<file path="config.mk">
export PLATFORM = sky130hd
export DESIGN_NAME = commit_wb_arbiter_flat
export DESIGN_NICKNAME = d
export VERILOG_FILES = /design/src/rtl/commit_wb_arbiter_if.sv /design/src/rtl/commit_wb_arbiter.sv /design/src/flat_wrapper.sv
export SDC_FILE = /design/constraint.sdc
export NUM_CORES = 1
export LEC_CHECK = 0
export BUFFER_PORTS_ARGS = -buffer_cell sky130_fd_sc_hd__buf_2
export CAP_MARGIN = 5
export CORE_AREA = 2 2 347 349
export DETAILED_ROUTE_END_ITERATION = 12
export DIE_AREA = 0 0 349 351
export GPL_TIMING_DRIVEN = 0
export HOLD_SLACK_MARGIN = 0.06
export RECOVER_POWER = 50
export SYNTH_ARGS = -nofsm -noshare
export SYNTH_HDL_FRONTEND = slang
export SYNTH_SLANG_ARGS = --single-unit
export TNS_END_PERCENT = 20
</file>
<file path="constraint.sdc">
create_clock -name clk -period 17.2 [get_ports clk]
set_clock_uncertainty 0.1 [all_clocks]
set_input_delay 0.86 -clock clk [delete_from_list [all_inputs] [get_ports clk]]
set_output_delay 0.86 -clock clk [all_outputs]
set_load 0.02 [all_outputs]
</file>
<file path="src/rtl/commit_wb_arbiter_if.sv">
// rtl/commit_wb_arbiter_if.sv - commit-request and writeback handshake bundle
//
// Purpose: groups the per-requester commit channels and the single writeback
// channel that commit_wb_arbiter sits between.
//
// Signals:
//   req_valid  [NUM_REQS]               commit valid, one bit per requester
//   req_wid    [NUM_REQS*WID_W]         warp id, requester i in slice i
//   req_tmask  [NUM_REQS*NUM_THREADS]   thread mask
//   req_rd     [NUM_REQS*5]             destination register
//   req_data   [NUM_REQS*NUM_THREADS*32] per-lane writeback data
//   req_ready  [NUM_REQS]               one-hot accept back to requesters
//   wb_valid/wb_wid/wb_tmask/wb_rd/wb_data  granted writeback payload
//   wb_ready                            writeback sink ready
//
// Modports: master = execute units plus writeback sink (the environment),
//           slave  = the arbiter.

interface commit_wb_arbiter_if #(
    parameter int NUM_REQS    = 5,
    parameter int NUM_THREADS = 4,
    parameter int WID_W       = 2
);
    logic [NUM_REQS-1:0]                req_valid;
    logic [NUM_REQS*WID_W-1:0]          req_wid;
    logic [NUM_REQS*NUM_THREADS-1:0]    req_tmask;
    logic [NUM_REQS*5-1:0]              req_rd;
    logic [NUM_REQS*NUM_THREADS*32-1:0] req_data;
    logic [NUM_REQS-1:0]                req_ready;

    logic                               wb_valid;
    logic [WID_W-1:0]                   wb_wid;
    logic [NUM_THREADS-1:0]             wb_tmask;
    logic [4:0]                         wb_rd;
    logic [NUM_THREADS*32-1:0]          wb_data;
    logic                               wb_ready;

    modport master (
        output req_valid, req_wid, req_tmask, req_rd, req_data, wb_ready,
        input  req_ready, wb_valid, wb_wid, wb_tmask, wb_rd, wb_data
    );

    modport slave (
        input  req_valid, req_wid, req_tmask, req_rd, req_data, wb_ready,
        output req_ready, wb_valid, wb_wid, wb_tmask, wb_rd, wb_data
    );
endinterface

</file>
<file path="src/rtl/commit_wb_arbiter.sv">
// rtl/commit_wb_arbiter.sv - round-robin commit-to-writeback arbiter
//
// Purpose: shares the single register-file writeback port among the execute
// commit streams (0 = alu, 1 = ld, 2 = csr, 3 = fpu, 4 = gpu) using a
// round-robin grant, a registered output stage and a saturating counter of
// contended cycles.
//
// Ports:
//   clk           clock, all state updates on the rising edge
//   reset         asynchronous active-high reset
//   bus           commit_wb_arbiter_if.slave: req_* in, req_ready out,
//                 wb_* out, wb_ready in
//   conflict_cnt  cycles with at least one valid-but-unaccepted requester

module commit_wb_arbiter #(
    parameter int NUM_REQS    = 5,
    parameter int NUM_THREADS = 4,
    parameter int WID_W       = 2,
    parameter int CNT_W       = 32
) (
    input  logic                  clk,
    input  logic                  reset,
    commit_wb_arbiter_if.slave    bus,
    output logic [CNT_W-1:0]      conflict_cnt
);
    localparam int IDX_W  = (NUM_REQS > 1) ? $clog2(NUM_REQS) : 1;
    localparam int DATA_W = NUM_THREADS * 32;

    logic [IDX_W-1:0]       last_grant;
    logic [IDX_W-1:0]       grant_idx;
    logic                   grant_any;
    logic [NUM_REQS-1:0]    grant_oh;
    logic                   load_en;
    logic [NUM_REQS-1:0]    ready_vec;
    logic [NUM_REQS-1:0]    waiting;

    logic [WID_W-1:0]       sel_wid;
    logic [NUM_THREADS-1:0] sel_tmask;
    logic [4:0]             sel_rd;
    logic [DATA_W-1:0]      sel_data;

    logic                   wb_valid_q;
    logic [WID_W-1:0]       wb_wid_q;
    logic [NUM_THREADS-1:0] wb_tmask_q;
    logic [4:0]             wb_rd_q;
    logic [DATA_W-1:0]      wb_data_q;

    // The output register can take a new entry when it is empty or when its
    // current entry drains this same edge.
    assign load_en = !wb_valid_q || bus.wb_ready;

    // Scan starting one past the last granted index so the previous winner
    // has lowest priority on the next acceptance.
    always_comb begin
        int               scan;
        logic [IDX_W-1:0] scan_idx;
        grant_any = 1'b0;
        grant_idx = '0;
        grant_oh  = '0;
        scan      = 0;
        scan_idx  = '0;
        for (int k = 0; k < NUM_REQS; k++) begin
            scan     = (int'(last_grant) + 1 + k) % NUM_REQS;
            scan_idx = IDX_W'(scan);
            if (!grant_any && bus.req_valid[scan_idx]) begin
                grant_any          = 1'b1;
                grant_idx          = scan_idx;
                grant_oh[scan_idx] = 1'b1;
            end
        end
    end

    // req_ready is combinational; forcing it low under reset keeps
    // requesters from believing they were accepted while state is cleared.
    always_comb begin
        ready_vec = '0;
        if (!reset) begin
            ready_vec = grant_oh & {NUM_REQS{load_en}};
        end
    end

    assign bus.req_ready = ready_vec;
    assign waiting       = bus.req_valid & ~ready_vec;

    always_comb begin
        sel_wid   = bus.req_wid[int'(grant_idx)*WID_W +: WID_W];
        sel_tmask = bus.req_tmask[int'(grant_idx)*NUM_THREADS +: NUM_THREADS];
        sel_rd    = bus.req_rd[int'(grant_idx)*5 +: 5];
        sel_data  = bus.req_data[int'(grant_idx)*DATA_W +: DATA_W];
    end

    // Output stage and round-robin pointer. last_grant only moves on a real
    // acceptance so stalls never rotate priority.
    always_ff @(posedge clk or posedge reset) begin
        if (reset) begin
            wb_valid_q <= 1'b0;
            wb_wid_q   <= '0;
            wb_tmask_q <= '0;
            wb_rd_q    <= '0;
            wb_data_q  <= '0;
            last_grant <= IDX_W'(NUM_REQS - 1);
        end else if (load_en) begin
            if (grant_any) begin
                wb_valid_q <= 1'b1;
                wb_wid_q   <= sel_wid;
                wb_tmask_q <= sel_tmask;
                wb_rd_q    <= sel_rd;
                wb_data_q  <= sel_data;
                last_grant <= grant_idx;
            end else begin
                wb_valid_q <= 1'b0;
            end
        end
    end

    assign bus.wb_valid = wb_valid_q;
    assign bus.wb_wid   = wb_wid_q;
    assign bus.wb_tmask = wb_tmask_q;
    assign bus.wb_rd    = wb_rd_q;
    assign bus.wb_data  = wb_data_q;

    // Saturating contention counter: sticks at all-ones instead of wrapping.
    always_ff @(posedge clk or posedge reset) begin
        if (reset) begin
            conflict_cnt <= '0;
        end else if ((|waiting) && (conflict_cnt != {CNT_W{1'b1}})) begin
            conflict_cnt <= conflict_cnt + CNT_W'(1);
        end
    end
endmodule

</file>
<file path="src/flat_wrapper.sv">
// flat-port wrapper written by rule: the top's interface ports become plain ports
module commit_wb_arbiter_flat 
#(
    parameter int NUM_REQS    = 5,
    parameter int NUM_THREADS = 4,
    parameter int WID_W       = 2,
    parameter int CNT_W       = 32
)
  (clk, reset, conflict_cnt, bus_req_valid, bus_req_wid, bus_req_tmask, bus_req_rd, bus_req_data, bus_wb_ready, bus_req_ready, bus_wb_valid, bus_wb_wid, bus_wb_tmask, bus_wb_rd, bus_wb_data);
  commit_wb_arbiter_if #(.NUM_REQS(NUM_REQS), .NUM_THREADS(NUM_THREADS), .WID_W(WID_W)) bus_i ();
  input  logic clk;
  input  logic reset;
  output logic [CNT_W-1:0] conflict_cnt;
  input wire logic [$bits(bus_i.req_valid)-1:0] bus_req_valid;
  input wire logic [$bits(bus_i.req_wid)-1:0] bus_req_wid;
  input wire logic [$bits(bus_i.req_tmask)-1:0] bus_req_tmask;
  input wire logic [$bits(bus_i.req_rd)-1:0] bus_req_rd;
  input wire logic [$bits(bus_i.req_data)-1:0] bus_req_data;
  input wire logic [$bits(bus_i.wb_ready)-1:0] bus_wb_ready;
  output wire logic [$bits(bus_i.req_ready)-1:0] bus_req_ready;
  output wire logic [$bits(bus_i.wb_valid)-1:0] bus_wb_valid;
  output wire logic [$bits(bus_i.wb_wid)-1:0] bus_wb_wid;
  output wire logic [$bits(bus_i.wb_tmask)-1:0] bus_wb_tmask;
  output wire logic [$bits(bus_i.wb_rd)-1:0] bus_wb_rd;
  output wire logic [$bits(bus_i.wb_data)-1:0] bus_wb_data;
  assign bus_i.req_valid = bus_req_valid;
  assign bus_i.req_wid = bus_req_wid;
  assign bus_i.req_tmask = bus_req_tmask;
  assign bus_i.req_rd = bus_req_rd;
  assign bus_i.req_data = bus_req_data;
  assign bus_i.wb_ready = bus_wb_ready;
  assign bus_req_ready = bus_i.req_ready;
  assign bus_wb_valid = bus_i.wb_valid;
  assign bus_wb_wid = bus_i.wb_wid;
  assign bus_wb_tmask = bus_i.wb_tmask;
  assign bus_wb_rd = bus_i.wb_rd;
  assign bus_wb_data = bus_i.wb_data;
  commit_wb_arbiter #(.NUM_REQS(NUM_REQS), .NUM_THREADS(NUM_THREADS), .WID_W(WID_W), .CNT_W(CNT_W)) u_core (.clk(clk), .reset(reset), .bus(bus_i), .conflict_cnt(conflict_cnt));
endmodule
</file>
==> impl_metrics.env <==
export IMPL_outcome="finished, violations left"
export IMPL_violations="max-capacitance violations, max-slew violations"
export IMPL_track_usage=0.193
export IMPL_async_flop_share=1.00
export IMPL_yosysSeqAreaShare=0.273
export IMPL_top_usage_layer="met2"
export IMPL_setup_viol=0
export IMPL_core_mm2=0.119
export IMPL_cts_clk_slew_worst_paths_ps=90
export IMPL_postSynthCellCount=2020
export IMPL_cts_setup_buffers=0
export IMPL_ys_types=85
export IMPL_multi_input_area_mm2=0.0109
export IMPL_synth_most_common_cell="nor2_1"
export IMPL_max_clock_freq_mhz=80.9
export IMPL_grt_max_degree=99
export IMPL_seq_area_mm2=0.00438
export IMPL_post_route_period_util=0.719
export IMPL_drv_cap=2
export IMPL_yosys_top_cells_area="dfrtp_1 (27%), mux2i_1 (19%), a211o_1 (7.8%)"
export IMPL_port_buffers=878
export IMPL_synth_seq_cells=175
export IMPL_cpMaxStageDelayCell="o311ai_4"
export IMPL_wl_per_cell_um=27.6
export IMPL_cts_hold_buf=0
export IMPL_arrival_ps=11400
export IMPL_cts_root_buf="clkbuf_16"
export IMPL_startpoint_type="flop"
export IMPL_cts_buffers=17
export IMPL_overflow=0
export IMPL_synth_common_cells="nor2_1 (330), mux2i_1 (299), nand2_1 (197), dfrtp_1 (174), a21oi_1 (165)"
export IMPL_synth_area_per_cell_um2=7.96
export IMPL_met3_usage=0.0975
export IMPL_drtIter0Drc=1903
export IMPL_required_ps=16240
export IMPL_cts_tree="yes"
export IMPL_final_hold_viol_count=0
export IMPL_num_io_pins=880
export IMPL_grt_pass1_vias=18500
export IMPL_antenna_found_initial=77
export IMPL_drt_pre_antenna_iters=7
export IMPL_grt_pass1_wl_um=159000
export IMPL_rsz0062_at_grt="no"
export IMPL_cpMostUsedCell="ha_1"
export IMPL_syn_num_nets=2765
export IMPL_critPathCaptureType="output pin"
export IMPL_post_cts_resized=0
export IMPL_tns_ps=0
export IMPL_min_path_type="flop to flop"
export IMPL_start_util=0.135
export IMPL_synth_top_area_frac=0.271
export IMPL_syn_area_mm2=0.0161
export IMPL_dieArea_mm2=0.122
export IMPL_fillers=13500
export IMPL_yosys_area_top_type="dfrtp_1"
export IMPL_drt_vias_per_instance=4.54
export IMPL_h_tree_depth=4
export IMPL_final_antenna_net_count=0
export IMPL_grtUsageMet2=0.303
export IMPL_place_gp_congestion=0.979
export IMPL_clock_latency_ps=550
export IMPL_synth_edf_count=0
export IMPL_synth_ff_type="dfrtp_1"
export IMPL_slew_headroom=-3.20
export IMPL_yosys_warnings=0
export IMPL_worst_pin_slew_ps=6300
export IMPL_path_max_fanout=14
export IMPL_drive_gt1_frac=0.309
export IMPL_cts_buffer_depth=2
export IMPL_fin_crit_ps=12360
export IMPL_cpPeakStageDelay_ps=800
export IMPL_die_w_um=349
export IMPL_cts_sinks=175
export IMPL_dpl_hpwl_um=106000
export IMPL_critical_path_class="flop to output pin"
export IMPL_drc=0
export IMPL_rows=127
export IMPL_grt_use_met1=0.215
export IMPL_nNetsFinal=3664
export IMPL_die_h_um=351
export IMPL_slew_viol_final=179
export IMPL_vias=20500
export IMPL_routed_wl_um=125000
export IMPL_area_growth_pct=43.2
-- path summary, 6_finish.rpt --
kind	from	to	slack (ps)	depth (start not counted)
min reg2reg	u_core.conflict_cnt[16]	u_core.conflict_cnt[16]	400	1
max in group asynchronous	reset	u_core.bus.wb_data[36]	8410	3
max reg2reg	u_core.last_grant[0]	u_core.bus.wb_data[6]	5340	35
max	u_core.last_grant[0]	bus_req_ready[4]	4840	32
min	u_core.conflict_cnt[16]	u_core.conflict_cnt[16]	400	1
min in group asynchronous	reset	u_core.bus.wb_data[123]	1340	2
-- kinds of logic (layout without fill, tap and decap cells) --
logic type               count (synthesis)  in the layout  synth area share
AND/OR/NAND/NOR                        828            828             0.232
AO/OA/AOI/OAI                          443            443             0.196
multiplexers                           304            304             0.191
buffers and inverters                  179           1091            0.0493
flip-flops                             175            175             0.273
XOR/XNOR                                49             49            0.0272
adder cells (fa/ha/maj)                 42             42            0.0327
other                                    0             33                 0
-- placed cells by master, fill, tap and decap left out, types with 6 or more instances in the layout --
cell         n
a21oi_1    165
or3_1        6
a211oi_1     7
buf_4       24
nor4_1      10
nor2b_1     11
nand2_1    197
xnor2_1     19
clkbuf_1   167
nor2_1     330
nor3_1     159
inv_1       35
mux2i_1    299
o211ai_1     9
a211o_1    143
a21o_1       7
buf_2      813
o21ai_0     26
diode_2     33
clkbuf_16   17
dfrtp_1    174
and3_1      10
a311oi_1     7
a31oi_1      6
or2_2        6
xor2_1      29
ha_1        42
nand2b_1    13
nor4b_1      6
nand3_1     31
nor3b_1     10
o31ai_1      6
nand4_1      8
buf_1       11
-- state kept, by name, summed over array words and instances, names as in the netlist --
name	count
u_core.bus.wb_data	128
u_core.conflict_cnt	32
u_core.bus.wb_rd	5
u_core.bus.wb_tmask	4
u_core.last_grant	3
u_core.bus.wb_wid	2
u_core.bus.wb_valid	1
-- per-layer routing --
metal	part of all wire	up-vias	wire (um)
li1	-	9190	-
met1	0.37	9839	46400
met2	0.45	1137	56100
met3	0.13	258	15600
met4	0.045	50	5620
met5	0.0061	-	756
-- worst max-delay path, delay by kind of cell, from the launching register on --
| family | cells | cell delay, ps |
|---|---|---|
| buffers and inverters | 12 | 4160 |
| AOI/OAI and AO/OA | 7 | 2290 |
| adders and majority gates | 5 | 1780 |
| and+or+nand+nor | 6 | 1260 |
| DFF | 1 | 580 |
| xor gates and xnor gates | 2 | 720 |
-- layout make-up --
cell class / count / area share
Multi-Input combinational cell: 1666 / 0.474
Sequential cell: 175 / 0.190
Timing Repair Buffer: 880 / 0.187
Tap cell: 1548 / 0.0842
Buffer: 139 / 0.0281
Clock buffer: 17 / 0.0185
Clock inverter: 15 / 0.00832
Inverter: 40 / 0.00658
Antenna cell: 33 / 0.00359
-- through the flow --
stage               hold slack (ps)  worst slack (ps)  cell area (um^2)   util  std cells
floorplan                       489              8570             16100      -       2020
global placement                370              4820             22400  0.188       4446
detailed placement              380              5390             22400  0.189       4447
CTS                             273              4740             23100  0.194       4479
global route                    421              3920             23000  0.193       4508
finish                          397              4840             23000  0.193       4513
Power is left out: the tool's default activity adds up to more than one toggle a clock period on the data nets, which glitch-free logic cannot reach.
